[config.mk]
export PLATFORM = sky130hd
export DESIGN_NAME = program_loader
export DESIGN_NICKNAME = d
export VERILOG_FILES = /design/src/rtl/loader_pkg.sv /design/src/rtl/byte_packer.sv /design/src/rtl/program_loader.sv
export SDC_FILE = /design/constraint.sdc
export NUM_CORES = 1
export LEC_CHECK = 0
export CORE_ASPECT_RATIO = 0.5
export CORE_UTILIZATION = 46
export DETAILED_ROUTE_END_ITERATION = 8
export PLACE_DENSITY = 0.81
export SKIP_CTS_REPAIR_TIMING = 1
export SKIP_LAST_GASP = 1
export SYNTH_ARGS = -nofsm -noshare
export SYNTH_HDL_FRONTEND = slang
export SYNTH_SLANG_ARGS = --single-unit
export TNS_END_PERCENT = 20
[constraint.sdc]
create_clock -name clk -period 2.96 [get_ports clk]
set_input_delay 0.592 -clock clk [delete_from_list [all_inputs] [get_ports clk]]
set_output_delay 0.592 -clock clk [all_outputs]
set_load 0.01 [all_outputs]
[src/rtl/loader_pkg.sv]
// -----------------------------------------------------------------------------
// loader_pkg
// Shared definitions for the serial program loader: the loader FSM state
// encoding, the stream framing constants and a small state-class helper.
// -----------------------------------------------------------------------------
package loader_pkg;

   typedef enum logic [2:0] {
      ST_IDLE  = 3'd0,
      ST_HDR   = 3'd1,
      ST_DATA  = 3'd2,
      ST_WRITE = 3'd3,
      ST_DONE  = 3'd4,
      ST_ERROR = 3'd5
   } loaderState_e;

   // Header is a 16-bit little-endian word count.
   localparam int HDR_BYTES  = 2;
   // Each instruction word arrives as 4 little-endian bytes.
   localparam int WORD_BYTES = 4;

   // States in which a new load request is honoured.
   function automatic logic canStart(input loaderState_e s);
      return (s == ST_IDLE) || (s == ST_DONE) || (s == ST_ERROR);
   endfunction

endpackage

[src/rtl/byte_packer.sv]
// -----------------------------------------------------------------------------
// byte_packer
// Little-endian byte-to-word assembler: a 32-bit shift register that moves
// each new byte in at the top, so after four shifts the first byte sits in
// bits [7:0], plus a modulo-4 byte counter.
//
// Ports
//   clk       in   clock
//   reset     in   synchronous active-high reset (counter only)
//   clear     in   restart the byte counter (wins over shiftEn for the count)
//   shiftEn   in   accept byteIn this cycle
//   byteIn    in   8-bit stream byte
//   nextWord  out  word as it will be after shifting byteIn in (combinational)
//   byteCount out  bytes accepted so far in the current group (0..3)
// -----------------------------------------------------------------------------
module byte_packer (
   input  logic        clk,
   input  logic        reset,
   input  logic        clear,
   input  logic        shiftEn,
   input  logic [7:0]  byteIn,
   output logic [31:0] nextWord,
   output logic [1:0]  byteCount
);

   logic [31:0] shiftReg;

   assign nextWord = {byteIn, shiftReg[31:8]};

   // The shift register holds data only and is fully overwritten before use,
   // so it carries no reset.
   always_ff @(posedge clk) begin
      if (shiftEn) begin
         shiftReg <= nextWord;
      end
   end

   always_ff @(posedge clk) begin
      if (reset) begin
         byteCount <= 2'd0;
      end else if (clear) begin
         byteCount <= 2'd0;
      end else if (shiftEn) begin
         byteCount <= byteCount + 2'd1;
      end
   end

endmodule

[src/rtl/program_loader.sv]
// -----------------------------------------------------------------------------
// program_loader
// Receives a program over a valid/ready byte stream (16-bit LE word count,
// then N little-endian 32-bit words), writes each word into instruction
// memory at consecutive word addresses and releases the CPU when done.
//
// Ports
//   clk         in   clock (rising edge)
//   reset       in   synchronous active-high reset
//   start       in   load request, honoured in IDLE/DONE/ERROR
//   byte_in     in   stream byte
//   byte_valid  in   byte_in is valid
//   byte_ready  out  loader accepts a byte this cycle (HDR, DATA)
//   imem_we     out  instruction memory write strobe (WRITE only)
//   imem_addr   out  word address, zero-extended
//   imem_wdata  out  instruction word
//   busy        out  HDR, DATA or WRITE
//   cpu_run     out  DONE; core held in reset otherwise
//   error       out  ERROR (oversize header or byte timeout)
// -----------------------------------------------------------------------------
module program_loader #(
   parameter int IMEM_WORDS   = 64,
   parameter int BYTE_TIMEOUT = 1000
) (
   input  logic        clk,
   input  logic        reset,
   input  logic        start,
   input  logic [7:0]  byte_in,
   input  logic        byte_valid,
   output logic        byte_ready,
   output logic        imem_we,
   output logic [31:0] imem_addr,
   output logic [31:0] imem_wdata,
   output logic        busy,
   output logic        cpu_run,
   output logic        error
);
   import loader_pkg::*;

   localparam int IDX_W = (IMEM_WORDS > 1) ? $clog2(IMEM_WORDS) : 1;
   localparam int TO_W  = $clog2(BYTE_TIMEOUT + 1);

   loaderState_e     state;
   loaderState_e     nextState;
   logic [IDX_W-1:0] wordIdx;
   logic [15:0]      wordCount;
   logic [TO_W-1:0]  idleCount;

   logic        xfer;
   logic        startAccept;
   logic        hdrLast;
   logic        dataLast;
   logic        timedOut;
   logic        lastWord;
   logic        packClear;
   logic [31:0] packNext;
   logic [1:0]  packCount;
   logic [15:0] hdrN;

   // byte_ready is a registered state decode, so this handshake never
   // feeds back combinationally into byte_ready.
   assign xfer        = byte_valid & byte_ready;
   assign startAccept = start & canStart(state);
   assign hdrLast     = (packCount == 2'(HDR_BYTES - 1));
   assign dataLast    = (packCount == 2'(WORD_BYTES - 1));
   // First header byte already sits in the top of the shift register.
   assign hdrN        = packNext[31:16];
   // A transfer on the threshold cycle takes priority over the timeout.
   assign timedOut    = !xfer && (idleCount == TO_W'(BYTE_TIMEOUT - 1));
   assign lastWord    = ((17'(wordIdx) + 17'd1) == 17'(wordCount));
   // Header and data share the packer; realign its count at each boundary.
   assign packClear   = startAccept || ((state == ST_HDR) && xfer && hdrLast);

   byte_packer uPacker (
      .clk       (clk),
      .reset     (reset),
      .clear     (packClear),
      .shiftEn   (xfer),
      .byteIn    (byte_in),
      .nextWord  (packNext),
      .byteCount (packCount)
   );

   always_comb begin
      nextState = state;
      case (state)
         ST_IDLE, ST_DONE, ST_ERROR: begin
            if (start) nextState = ST_HDR;
         end
         ST_HDR: begin
            if (xfer && hdrLast) begin
               if (hdrN == 16'd0)                          nextState = ST_DONE;
               else if (32'(hdrN) > 32'(IMEM_WORDS))       nextState = ST_ERROR;
               else                                        nextState = ST_DATA;
            end else if (timedOut) begin
               nextState = ST_ERROR;
            end
         end
         ST_DATA: begin
            if (xfer && dataLast) nextState = ST_WRITE;
            else if (timedOut)    nextState = ST_ERROR;
         end
         ST_WRITE: begin
            nextState = lastWord ? ST_DONE : ST_DATA;
         end
         default: nextState = ST_IDLE;
      endcase
   end

   // Outputs are registered from nextState so they line up with state.
   always_ff @(posedge clk) begin
      if (reset) begin
         state      <= ST_IDLE;
         byte_ready <= 1'b0;
         imem_we    <= 1'b0;
         imem_addr  <= 32'd0;
         imem_wdata <= 32'd0;
         busy       <= 1'b0;
         cpu_run    <= 1'b0;
         error      <= 1'b0;
         wordIdx    <= '0;
         wordCount  <= 16'd0;
         idleCount  <= '0;
      end else begin
         state      <= nextState;
         byte_ready <= (nextState == ST_HDR) || (nextState == ST_DATA);
         imem_we    <= (nextState == ST_WRITE);
         busy       <= (nextState == ST_HDR) || (nextState == ST_DATA) ||
                       (nextState == ST_WRITE);
         cpu_run    <= (nextState == ST_DONE);
         error      <= (nextState == ST_ERROR);

         if (startAccept) begin
            idleCount <= '0;
         end else if ((state == ST_HDR) || (state == ST_DATA)) begin
            if (xfer) idleCount <= '0;
            else      idleCount <= idleCount + 1'b1;
         end

         if (startAccept) begin
            wordIdx <= '0;
         end else if (state == ST_WRITE) begin
            wordIdx <= wordIdx + 1'b1;
         end

         if (startAccept) begin
            wordCount <= 16'd0;
         end else if ((state == ST_HDR) && xfer && hdrLast) begin
            wordCount <= hdrN;
         end

         // Address and data are captured on entry to WRITE and held after.
         if ((state == ST_DATA) && xfer && dataLast) begin
            imem_addr  <= 32'(wordIdx);
            imem_wdata <= packNext;
         end
      end
   end

endmodule

# After elaboration in Yosys (flattened, before gate mapping)
# Cells that the tools add are included.
# classes
addsub	4
multipliers	0
n_div	0
n_lt_le_gt_ge	1
n_eq_ne	14
shift	0
mux	9
n_bitwise	2
n_reduce_logical	19
# ops
op	n
$mux 3	7
$eq 7x16->1	1
$gt 16x7->1 const B	1
$logic_not 16->1	1
$eq 3x2->1 const B	4
$eq 3x3->1 const B	4
$pmux 3 s4	1
$add 10x1->10 const B	1
$eq 10x10->1 const B	1
$mux 10	1
$add 6x1->7 const B	1
$logic_and 1x1->1	7
$add 6x1->6 const B	1
$eq 3x1->1 const B	2
$logic_or 1x1->1	6
$reduce_or 2->1	2
$logic_not 3->1	1
$reduce_or 3->1	1
$add 2x1->2 const B	1
$and 1x1->1	2
$eq 2x1->1 const B	1
$eq 2x2->1 const B	1
$logic_not 1->1	1
# word_totals
ff_bits	112
latchBits	0
ramBits	0
rom_bits	0
input_bits	12
out_inout_bits	69
n_memories	0

# Longest topological paths before layout
# depth
depth_word	9
mapped_depth	8
ltp_nobuf	8

# Hierarchy
# Synthesis repeated with hierarchy kept, for this count alone.
# unflattened
hier_cells	470
area_unflattened_um2	4284.1
# by_module_without_submodules
mod	instances	cells_each	area_per_inst_um2
program_loader	1	431	3419.5
byte_packer	1	39	864.6

# Worst setup path before layout
# No wires, ideal clock.
# synth_path
kind	input -> register
from	input byte_valid
to	register cpu_run
setup_ns	0.060
arrival_time_ns	2.592
required_time_ns	2.900
setup_slack_ns	0.308
path_stages	7
cell_sequence	and2_1 -> clkbuf_1 -> or4_1 -> o21ai_1 -> or3_1 -> a211oi_2 -> and3b_1
# synth_via
elab_chain_cells	7
# synth_rtl
item	line_no	text
start, declared	program_loader.sv:29	input logic byte_valid,
$and 1x1->1 (*)	program_loader.sv:62	assign xfer = byte_valid & byte_ready;
net uPacker.shiftEn	byte_packer.sv:20	input logic shiftEn,
$logic_not 1->1	program_loader.sv:69	assign timedOut = !xfer && (idleCount == TO_W'(BYTE_TIMEOUT - 1));
$logic_and 1x1->1	program_loader.sv:69	
$mux 3	program_loader.sv:95, program_loader.sv:101	
$mux 3, on equally long branches	program_loader.sv:100, program_loader.sv:91	
$pmux 3 s4 (*)	program_loader.sv:86	case (state)
$eq 3x3->1 (*)	program_loader.sv:130	cpu_run <= (nextState == ST_DONE);
end signal, assigned	program_loader.sv:130	
end, declared	program_loader.sv:35	output logic cpu_run,
# Mark *: on every way through the listed nets, which the timed path passes. The rest lies on a longest branch.
# A chain may end at the register's enable or synchronous reset.

# Worst setup path after layout
# layout_path
from	input byte_in[2]
to	register cpu_run
# layout_via
elab_chain_cells	6
# layout_rtl
item	line_no	text
start, declared	program_loader.sv:28	input logic [7:0] byte_in,
$gt 16x7->1	program_loader.sv:93	else if (32'(hdrN) > 32'(IMEM_WORDS)) nextState = ST_ERROR;
$mux 3	program_loader.sv:93	
$mux 3 (*)	program_loader.sv:92	if (hdrN == 16'd0) nextState = ST_DONE;
$mux 3 (*)	program_loader.sv:91	if (xfer && hdrLast) begin
$pmux 3 s4 (*)	program_loader.sv:86	
$eq 3x3->1 (*)	program_loader.sv:130	
# Mark *: on every way between the ends. The rest lies on a longest branch, timed or not.

==> metrics.csv <==
stage,metric,value,unit
outcome,outcome,"finished, final reports clean",
placement,DP HPWL,6300,µm
power,Sw Share,0.199,
worst_setup_path,Critical Path End Type,register,
floorplan,# IOs,81,
timing,Max Clock Freq,0.370,GHz
drt,final wirelength,8940,µm
power,Seq pwr share,0.519,
power,Comb pwr share,0.038,
drt,remaining antenna violation count,0,
floorplan,starting density of the core,0.477,
floorplan,DIE HEIGHT,69.4,µm
clocking,Clock Path Buffers,2,
global_routing,total grt overflow,0,
synthesis,syn_area_per_cell,9.19,µm²
synthesis,Mapped Area,0.00418,mm²
final_layout,Layout fillers,750,
final_layout,fraction of layout cells with a size suffix above 1,0.0660,
final_layout,Post-layout nets,526,
power,Pleak,1.73,nW
floorplan,core area,0.00877,mm²
global_routing,first-pass GRT wire length,14600,µm
synthesis,sequential share of the synthesized area,0.555,
drt,vias,3255,
synthesis,synth top area cells,"dfxtp_1 (38%), edfxtp_1 (17%), nand2_1 (11%), a21oi_1 (7.5%), buf_4 (4.7%)",
synthesis,number of synthesized flops with an enable pin,24,
hold_path,min-delay worst type,reg -> reg,
timing,RSZ-0062 raised after global routing,false,
timing,Tcrit/Tclk final,0.912,
timing,pins over their slew limit,0,
clocking,# clock sinks,104,
clocking,clock-pin slew of the registers on the worst-case setup and hold paths,0.06,ns
drt,via/cell ratio,5.15,
timing,setup total negative slack,0,ns
floorplan,die area,0.00950,mm²
drt,DRC Markers,0,
timing,clock skew,0.00579,ns
synthesis,share of the synthesized area in the top cell type,0.383,
power,pwr/cell area,561,mW/mm²
timing,final hold vios,0,
synthesis,most frequent cell after synthesis,nand2_1,
power,Clk network pwr share,0.443,
synthesis,Netlist cell types,44,
clocking,CTS tree,yes,
global_routing,vias in the first global route,2982,
placement,port buffer count,54,
power,Psw,570,µW
synthesis,Synth Warn #,0,
clocking,H-tree Lvls,3,
worst_setup_path,crit path max fanout,4,
synthesis,Async SR Flop Fraction,0,
synthesis,Yosys top cell by area,dfxtp_1,
worst_setup_path,CP Data Arrival Time,2.99,ns
flow_run,maxcap violations,0,
floorplan,std cell rows,24,
synthesis,most frequent cells after synthesis,"nand2_1 (125), dfxtp_1 (80), a21oi_1 (63)",
power,total power,2.86,mW
power,Internal Pwr Total,2.29,mW
synthesis,ys flop type,dfxtp_1,
worst_setup_path,worst path required time,3.25,ns
final_layout,ANT cells,0,
worst_setup_path,critical path class,in -> reg,
drt,post-detailed-route wirelength per cell,14.1,µm
timing,final setup vio count,0,
timing,final hold slack,0.448,ns
synthesis,post-synthesis instance total,455,
timing,post-layout minimum cycle time,2.70,ns
clocking,"Clk Latency, worst-skew pair",0.34,ns
placement,gpl congestion,0.917,
global_routing,All-Layer GR Usage,0.204,
worst_setup_path,Setup crit start kind,primary input,
global_routing,largest net degree at the start of global routing,47,
global_routing,antenna violations before repair,0,
clocking,Root Driver,clkbuf_16,
drt,Pre-Repair DR Iteration Count,4,
power,worst-case vdd ir drop,0.000331,V
drt,1st-iter DRT viols,216,
floorplan,Die X,137,µm
final_layout,synth-to-layout area growth,22.1,%
synthesis,Seq cells post-synth,104,
clocking,cts bufs inserted,9,
power by group through the flow:
stage	logic, mW	clock network, mW	registers, mW
finish	0.108	1.27	1.49
global route	0.121	1.35	1.49
CTS	0.108	1.29	1.49
detailed placement	0.108	0	1.52
global placement	0.106	0	1.52
floorplan	0.0871	0	1.51
cells by family (layout without fill, tap and decap cells):
kind of cell,Yosys count,count (layout),synth area share
buffers and inverters,50,85,0.0682
adders and majority gates,4,4,0.0120
AOI/OAI and AO/OA,84,84,0.116
DFF,104,104,0.555
other,1,26,0.000897
xor gates and xnor gates,18,18,0.0377
muxes,1,1,0.00239
and+or+nand+nor,193,193,0.208
final cells by class:
cell class	count	area (µm²)	area share
Clock buffer	13	260	0.0510
Clock inverter	3	65.1	0.0127
Sequential cell	104	2320	0.455
Inverter	3	11.3	0.00221
Timing Repair Buffer	66	631	0.123
Multi-Input combinational cell	326	1670	0.327
Tap cell	117	146	0.0287
layout by cell type (no fill, tap or decap), types with 2 or more instances in the layout:
cell / instances
nand4_1: 4
bufinv_16: 2
clkbuf_16: 9
o21ai_0: 5
nor3b_1: 2
and3_1: 2
or4_1: 4
clkdlybuf4s50_1: 54
inv_1: 3
and2_1: 2
a31o_2: 2
buf_4: 12
or3_1: 9
nor3_1: 7
nand3_1: 8
clkbuf_1: 2
a211oi_1: 2
nand2_1: 125
ha_1: 4
nor2_1: 17
o21ai_1: 3
edfxtp_1: 24
xor2_1: 12
conb_1: 26
nor2b_1: 3
nor4_1: 2
xnor2_1: 6
dfxtp_1: 80
a21oi_1: 63
clkbuf_8: 2
critical path: stages:
cell and delay, ns:
clkdlybuf4s50_1 0.50, or4_4 0.57, nor4_4 0.30, a21oi_1 0.14, or3_1 0.42, a211oi_2 0.27, and3b_1 0.20
stage by stage:
stage	setup slack, ns	cells	utilization	instance area, µm²
finish	0.261	632	0.582	5110
global route	0.187	632	0.582	5110
CTS	0.294	632	0.582	5110
detailed placement	-0.0607	616	0.545	4780
global placement	0.00689	616	0.545	4780
floorplan	0.308	480	-	4280
flip-flops by register name, indices dropped and copies added (netlist names):
name / count
imem_we: 1
wordIdx: 6
imem_wdata: 32
state: 3
busy: 1
byte_ready: 1
cpu_run: 1
idleCount: 10
imem_addr: 6
wordCount: 16
uPacker.byteCount: 2
uPacker.shiftReg: 24
error: 1
layer usage:
layer,routed length [µm],GRT usage,vias up,share of wire
li1,-,-,1602,-
met1,4250,0.284,1532,0.48
met2,4020,0.306,111,0.45
met3,566,0.0585,10,0.063
met4,108,0.0635,0,0.012
met5,0,0,-,0
worst paths after layout:
path	slack [ns]	end	start	depth (start not counted)
min reg2reg	0.45	uPacker.shiftReg[10]$_DFFE_PP_	uPacker.shiftReg[18]$_DFFE_PP_	0
min	0.45	uPacker.shiftReg[10]$_DFFE_PP_	uPacker.shiftReg[18]$_DFFE_PP_	0
max	0.26	cpu_run$_SDFF_PP0_	byte_in[2]	7
max reg2reg	0.59	cpu_run$_SDFF_PP0_	uPacker.shiftReg[24]$_DFFE_PP_	6
Power figures use the tool's default switching activity.
